===== config.mk =====
export PLATFORM = sky130hd
export DESIGN_NAME = uart_rx_deframer_flat
export DESIGN_NICKNAME = d
export VERILOG_FILES = /design/src/rtl/uart_rx_deframer_if.sv /design/src/rtl/uart_rx_deframer.sv /design/src/flat_wrapper.sv
export SDC_FILE = /design/constraint.sdc
export NUM_CORES = 1
export LEC_CHECK = 0
export BUFFER_PORTS_ARGS = -buffer_cell sky130_fd_sc_hd__buf_2
export CAP_MARGIN = 20
export CORE_UTILIZATION = 59
export CTS_BUF_LIST = sky130_fd_sc_hd__clkbuf_4 sky130_fd_sc_hd__clkbuf_8 sky130_fd_sc_hd__clkbuf_16
export CTS_CLUSTER_DIAMETER = 40
export DETAILED_ROUTE_END_ITERATION = 12
export PLACE_DENSITY = 0.77
export SETUP_SLACK_MARGIN = 0.2
export SLEW_MARGIN = 25
export SYNTH_ARGS = -nofsm -noshare
export SYNTH_HDL_FRONTEND = slang
export SYNTH_SLANG_ARGS = --single-unit

===== constraint.sdc =====
create_clock -name clk -period 2.65 [get_ports clk]
set_input_delay 0 -clock clk [delete_from_list [all_inputs] [get_ports clk]]
set_output_delay 0 -clock clk [all_outputs]
set_load 0.01 [all_outputs]

===== src/rtl/uart_rx_deframer_if.sv =====
// ---------------------------------------------------------------------------
// uart_rx_deframer_if
// Byte-delivery handshake between the serial receiver and its consumer.
//   out_data   received byte, stable while out_valid = 1 (driven by master)
//   out_valid  byte available, held until accepted         (driven by master)
//   out_ready  consumer accepts when out_valid & out_ready (driven by slave)
// master = the receiver, slave = the consumer.
// ---------------------------------------------------------------------------
interface uart_rx_deframer_if #(
    parameter int DATA_BITS = 8
);
    logic [DATA_BITS-1:0] out_data;
    logic                 out_valid;
    logic                 out_ready;

    modport master (
        output out_data,
        output out_valid,
        input  out_ready
    );

    modport slave (
        input  out_data,
        input  out_valid,
        output out_ready
    );
endinterface


===== src/rtl/uart_rx_deframer.sv =====
// ---------------------------------------------------------------------------
// uart_rx_deframer
// Asynchronous 8N1-style serial receiver (LSB first, idle high). Turns the
// rxd line into parallel bytes offered on a valid/ready handshake, rejecting
// short start-bit glitches and reporting framing errors and overruns.
//
// Ports
//   clk        system clock, rising edge
//   rst        asynchronous reset, active low
//   rxd        raw serial input, asynchronous to clk, idle = 1
//   out_if     byte handshake (master side): out_data / out_valid / out_ready
//   frame_err  1-cycle pulse when the stop bit is sampled as 0
//   overrun    1-cycle pulse when a byte completes while the previous one is
//              still unaccepted (the new byte is dropped)
//   busy       1 whenever the receiver is not idle
// ---------------------------------------------------------------------------
module uart_rx_deframer #(
    parameter int CLKS_PER_BIT = 10416,
    parameter int DATA_BITS    = 8
) (
    input  logic                clk,
    input  logic                rst,
    input  logic                rxd,
    uart_rx_deframer_if.master  out_if,
    output logic                frame_err,
    output logic                overrun,
    output logic                busy
);

    localparam int CW = $clog2(CLKS_PER_BIT);
    localparam int IW = (DATA_BITS > 1) ? $clog2(DATA_BITS) : 1;

    localparam logic [CW-1:0] CNT_HALF = CW'(CLKS_PER_BIT / 2 - 1);
    localparam logic [CW-1:0] CNT_LAST = CW'(CLKS_PER_BIT - 1);
    localparam logic [IW-1:0] IDX_LAST = IW'(DATA_BITS - 1);

    typedef enum logic [2:0] {
        IDLE,
        START,
        DATA,
        STOP,
        BREAK
    } state_t;

    state_t               state;
    logic                 rx_meta;
    logic                 rxs;
    logic                 rxs_prev;
    logic [CW-1:0]        cnt;
    logic [IW-1:0]        idx;
    logic [DATA_BITS-1:0] shift;
    logic [DATA_BITS-1:0] out_data_q;
    logic                 out_valid_q;

    assign out_if.out_data  = out_data_q;
    assign out_if.out_valid = out_valid_q;

    // Two-flop synchroniser for the asynchronous line, plus one more flop of
    // history so the idle state can spot a 1->0 transition on the clean
    // signal. All three reset to the idle level so release never looks like
    // a start bit.
    always_ff @(posedge clk or negedge rst) begin
        if (!rst) begin
            rx_meta  <= 1'b1;
            rxs      <= 1'b1;
            rxs_prev <= 1'b1;
        end else begin
            rx_meta  <= rxd;
            rxs      <= rx_meta;
            rxs_prev <= rxs;
        end
    end

    // Frame state machine with registered outputs. The start bit is checked
    // at its midpoint, then every following sample lands one full bit period
    // later, i.e. in the middle of each data bit and of the stop bit.
    // Returning to IDLE at mid-stop leaves half a bit of slack so a
    // back-to-back start edge is never missed. A stop bit of 0 parks the
    // machine in BREAK until the line goes high again, so a held-low line
    // cannot retrigger frames. The handshake clear is written first so a
    // delivery on the same edge overrides it and keeps out_valid high.
    always_ff @(posedge clk or negedge rst) begin
        if (!rst) begin
            state       <= IDLE;
            busy        <= 1'b0;
            cnt         <= '0;
            idx         <= '0;
            shift       <= '0;
            out_data_q  <= '0;
            out_valid_q <= 1'b0;
            frame_err   <= 1'b0;
            overrun     <= 1'b0;
        end else begin
            frame_err <= 1'b0;
            overrun   <= 1'b0;

            if (out_valid_q && out_if.out_ready) begin
                out_valid_q <= 1'b0;
            end

            case (state)
                IDLE: begin
                    if (rxs_prev && !rxs) begin
                        state <= START;
                        busy  <= 1'b1;
                        cnt   <= '0;
                    end
                end

                START: begin
                    if (cnt == CNT_HALF) begin
                        cnt <= '0;
                        if (!rxs) begin
                            state <= DATA;
                            idx   <= '0;
                        end else begin
                            state <= IDLE;
                            busy  <= 1'b0;
                        end
                    end else begin
                        cnt <= cnt + 1'b1;
                    end
                end

                DATA: begin
                    if (cnt == CNT_LAST) begin
                        cnt        <= '0;
                        shift[idx] <= rxs;
                        if (idx == IDX_LAST) begin
                            state <= STOP;
                        end else begin
                            idx <= idx + 1'b1;
                        end
                    end else begin
                        cnt <= cnt + 1'b1;
                    end
                end

                STOP: begin
                    if (cnt == CNT_LAST) begin
                        cnt <= '0;
                        if (rxs) begin
                            state <= IDLE;
                            busy  <= 1'b0;
                            if (!out_valid_q || out_if.out_ready) begin
                                out_data_q  <= shift;
                                out_valid_q <= 1'b1;
                            end else begin
                                overrun <= 1'b1;
                            end
                        end else begin
                            frame_err <= 1'b1;
                            state     <= BREAK;
                        end
                    end else begin
                        cnt <= cnt + 1'b1;
                    end
                end

                BREAK: begin
                    if (rxs) begin
                        state <= IDLE;
                        busy  <= 1'b0;
                    end
                end

                default: begin
                    state <= IDLE;
                    busy  <= 1'b0;
                    cnt   <= '0;
                end
            endcase
        end
    end

endmodule


===== src/flat_wrapper.sv =====
// flat-port wrapper written by rule: the top's interface ports become plain ports
module uart_rx_deframer_flat 
#(
    parameter int CLKS_PER_BIT = 10416,
    parameter int DATA_BITS    = 8
)
  (clk, rst, rxd, frame_err, overrun, busy, out_if_out_data, out_if_out_valid, out_if_out_ready);
  uart_rx_deframer_if #(.DATA_BITS(DATA_BITS)) out_if_i ();
  input  logic clk;
  input  logic rst;
  input  logic rxd;
  output logic frame_err;
  output logic overrun;
  output logic busy;
  output wire logic [$bits(out_if_i.out_data)-1:0] out_if_out_data;
  output wire logic [$bits(out_if_i.out_valid)-1:0] out_if_out_valid;
  input wire logic [$bits(out_if_i.out_ready)-1:0] out_if_out_ready;
  assign out_if_out_data = out_if_i.out_data;
  assign out_if_out_valid = out_if_i.out_valid;
  assign out_if_i.out_ready = out_if_out_ready;
  uart_rx_deframer #(.CLKS_PER_BIT(CLKS_PER_BIT), .DATA_BITS(DATA_BITS)) u_core (.clk(clk), .rst(rst), .rxd(rxd), .out_if(out_if_i), .frame_err(frame_err), .overrun(overrun), .busy(busy));
endmodule

==> results.sh <==
export IMPL_status="completed"
export IMPL_n_antenna_cell=0
export IMPL_path_clk_slew_ns=0.08
export IMPL_hold_depth=3
export IMPL_vdd_drop_max_mv=0.537
export IMPL_vias=1575
export IMPL_skew_ns=0.0102
export IMPL_cp_max_fo=10
export IMPL_crit_chain="ha_1 > and4bb_1 > and4b_2 > nand4_1 > nor3b_1 > mux2_2"
export IMPL_p_per_area_nw_per_um2=728
export IMPL_dp_cells=251
export IMPL_final_cells=261
export IMPL_critPathSlowestCell="dfrtp_1"
export IMPL_worstPathArrival_ns=2.41
export IMPL_h_tree_depth=2
export IMPL_synth_edff_count=0
export IMPL_cts_made_buffers=5
export IMPL_setup_viol=0
export IMPL_required_ns=2.84
export IMPL_cts_tree="built"
export IMPL_grtUsageMet2_pct=34.6
export IMPL_yosys_warnings=0
export IMPL_clockBufferDepth=2
export IMPL_crit_path_start_kind="flop"
export IMPL_area_delta_synth_final_pct=9.80
export IMPL_synth_cell_types=55
export IMPL_hold_viol=0
export IMPL_p_leak_uw=0.00115
export IMPL_routed_wl_um=4020
export IMPL_layout_common_cells="dfrtp_1 (40), nand2_1 (22), buf_2 (14)"
export IMPL_ios=16
export IMPL_start_util_pct=63.0
export IMPL_grt_total_usage_pct=23.1
export IMPL_drv_cap=0
export IMPL_r2r_cells=6
export IMPL_netlist_area_um2=2170
export IMPL_fmax_mhz=450
export IMPL_ys_seq_elements=43
export IMPL_antenna_left=0
export IMPL_met1_usage_pct=33.8
export IMPL_rsz0062_at_grt="no"
export IMPL_core_um2=3440
export IMPL_grt_max_degree=44
export IMPL_clock_latency_ns=0.30
export IMPL_tightest_slew_ns=0.656
export IMPL_grt_overflow=0
export IMPL_relSlewSlack_pct=55.9
export IMPL_rows=21
export IMPL_nNetsFinal=221
export IMPL_synth_top_area_share_pct=46.1
export IMPL_hold_class="input port to flop"
export IMPL_detail_route_wl_per_cell_um=15.4
export IMPL_synth_area_leaders="dfrtp_1 (46%), mux2_4 (5.5%), nand2_1 (3.8%)"
export IMPL_crit_buf_inv=0
export IMPL_period_needed_ns=2.22
export IMPL_cp_top_family="simple AND/OR/NAND/NOR gates"
export IMPL_synth_main_ff_cell="dfrtp_1"
export IMPL_die_y_um=62.6
export IMPL_yosysSeqAreaShare_pct=49.8
export IMPL_layout_commonest_cell="dfrtp_1"
export IMPL_cp_slowest_stage_delay_ns=0.43
export IMPL_cts_root_buffer="clkbuf_8"
export IMPL_synth_fp_nets=205
export IMPL_synth_avg_cell_area_um2=11.0
export IMPL_synthArstFlopShare_pct=100
export IMPL_fp_dieW_um=62.6
export IMPL_grt_pass1_wl_um=7020
export IMPL_avgViaCountPerCell=6.03
export IMPL_drive_gt1_share_pct=23.7
export IMPL_cp_depth=6
export IMPL_drt_pre_antenna_iters=4
export IMPL_fin_crit_sh_pct=83.9
export IMPL_synth_area_leader_cell="dfrtp_1"
export IMPL_first_global_vias=1468
export IMPL_gp_congestion=0.844
export IMPL_slew_viol_final=0
export IMPL_dp_hpwl_um=2700
export IMPL_antenna_found_initial=0
export IMPL_end_kind="flop"
export IMPL_cts_sinks=43
export IMPL_portBuffers=15
export IMPL_drt_initial_drc_count=134
export IMPL_grt_use_met3_pct=4.93
export IMPL_drc_errors=0
export IMPL_path_class="flop to flop"
export IMPL_syn_inst=198
export IMPL_grt_busiest_layer="met2"
export IMPL_tns_ns=0
export IMPL_cts_setup_buffers=0
export IMPL_die_area_um2=3920
## cell type report
| class | count | area, um2 |
|---|---|---|
| clock buffer | 6 | 76.3 |
| fill | 244 | 1060 |
| timing repair buffer | 21 | 128 |
| sequential | 43 | 1080 |
| inverter | 4 | 15.0 |
| multi-input combinational | 139 | 1010 |
| tap | 46 | 57.6 |
| clock inverter | 2 | 12.5 |
## through the flow
stage | hold slack (ns) | util (%) | instance area [um2] | setup WS [ns] | power [uW]
6_report | 0.0578 | 69.2 | 2380 | 0.425 | 1730
5_1_grt | 0.0984 | 69.2 | 2380 | 0.247 | 1840
4_1_cts | 0.0554 | 69.1 | 2380 | 0.286 | 1740
3_5_place_dp | 0.109 | 65.9 | 2270 | 0.295 | 1320
3_3_place_gp | 0.107 | 65.9 | 2270 | 0.400 | 1290
2_1_floorplan | -0.296 | - | 2170 | 0.691 | 1190
## worst min-delay path, delay by kind of cell
family                 cells  cell delay (ns)
AND/OR/NAND/NOR            2             0.25
buffers and inverters      1             0.07
## final timing paths
check / from / end / slack [ns]
worst max register to register: u_core.cnt[0] / u_core.shift[6] / 0.43
min in group asynchronous: rst / u_core.cnt[12] / 0.22
max in group asynchronous: rst / u_core.rx_meta / 2.05
worst max-delay path: u_core.cnt[0] / u_core.shift[6] / 0.43
worst min-delay path: out_if_out_ready / u_core.overrun / 0.06
worst min register to register: u_core.rx_meta / u_core.rxs / 0.36
## cell usage after synthesis (all sizes together) (4+ instances only)
| cell | n |
|---|---|
| a21oi | 10 |
| a31oi | 10 |
| buf | 6 |
| clkbuf | 6 |
| dfrtp | 40 |
| inv | 4 |
| mux2 | 16 |
| nand2 | 22 |
| nand2b | 4 |
| nand3 | 9 |
| nand4 | 4 |
| nor2 | 11 |
| nor3 | 4 |
| nor3b | 4 |
## flip-flops by register name, summed over array words and instances, names as in the netlist
register,flops
u_core.busy,1
u_core.cnt,14
u_core.frame_err,1
u_core.idx,3
u_core.out_if.out_data,8
u_core.out_if.out_valid,1
u_core.overrun,1
u_core.rx_meta,1
u_core.rxs,1
u_core.rxs_prev,1
u_core.shift,8
u_core.state,3
## metal layers
metal,up-vias,share of wire (%)
li1,759,-
met1,771,48
met2,40,47
met3,5,4.1
met4,0,1.4
met5,-,0
## power by group
| part | internal, uW | switching [uW] |
|---|---|---|
| Sequential | 733 | 111 |
| Clock | 194 | 222 |
| Combinational | 192 | 282 |
| Total | 1120 | 615 |
## repair_timing
| action | 4_1_cts | 5_1_grt |
|---|---|---|
| resized for setup | 0 | 1 |
| hold buffers | 2 | 0 |
| hold endpoints to repair | 41 | 0 |
| endpoints found under the setup margin | 0 | 12 |
## cells by family (layout without fill, tap and decap cells)
family	after synthesis	in the layout	synth area share, %
adder cells (fa/ha/maj)	3	3	1.73
buffers and inverters	16	33	3.58
AND/OR/NAND/NOR	77	77	20.9
flip-flops	43	43	49.8
AO/OA/AOI/OAI	41	41	13.4
multiplexers	17	17	10.1
XOR/XNOR	1	1	0.404
No activity file was read; power rests on OpenSTA's default activity.
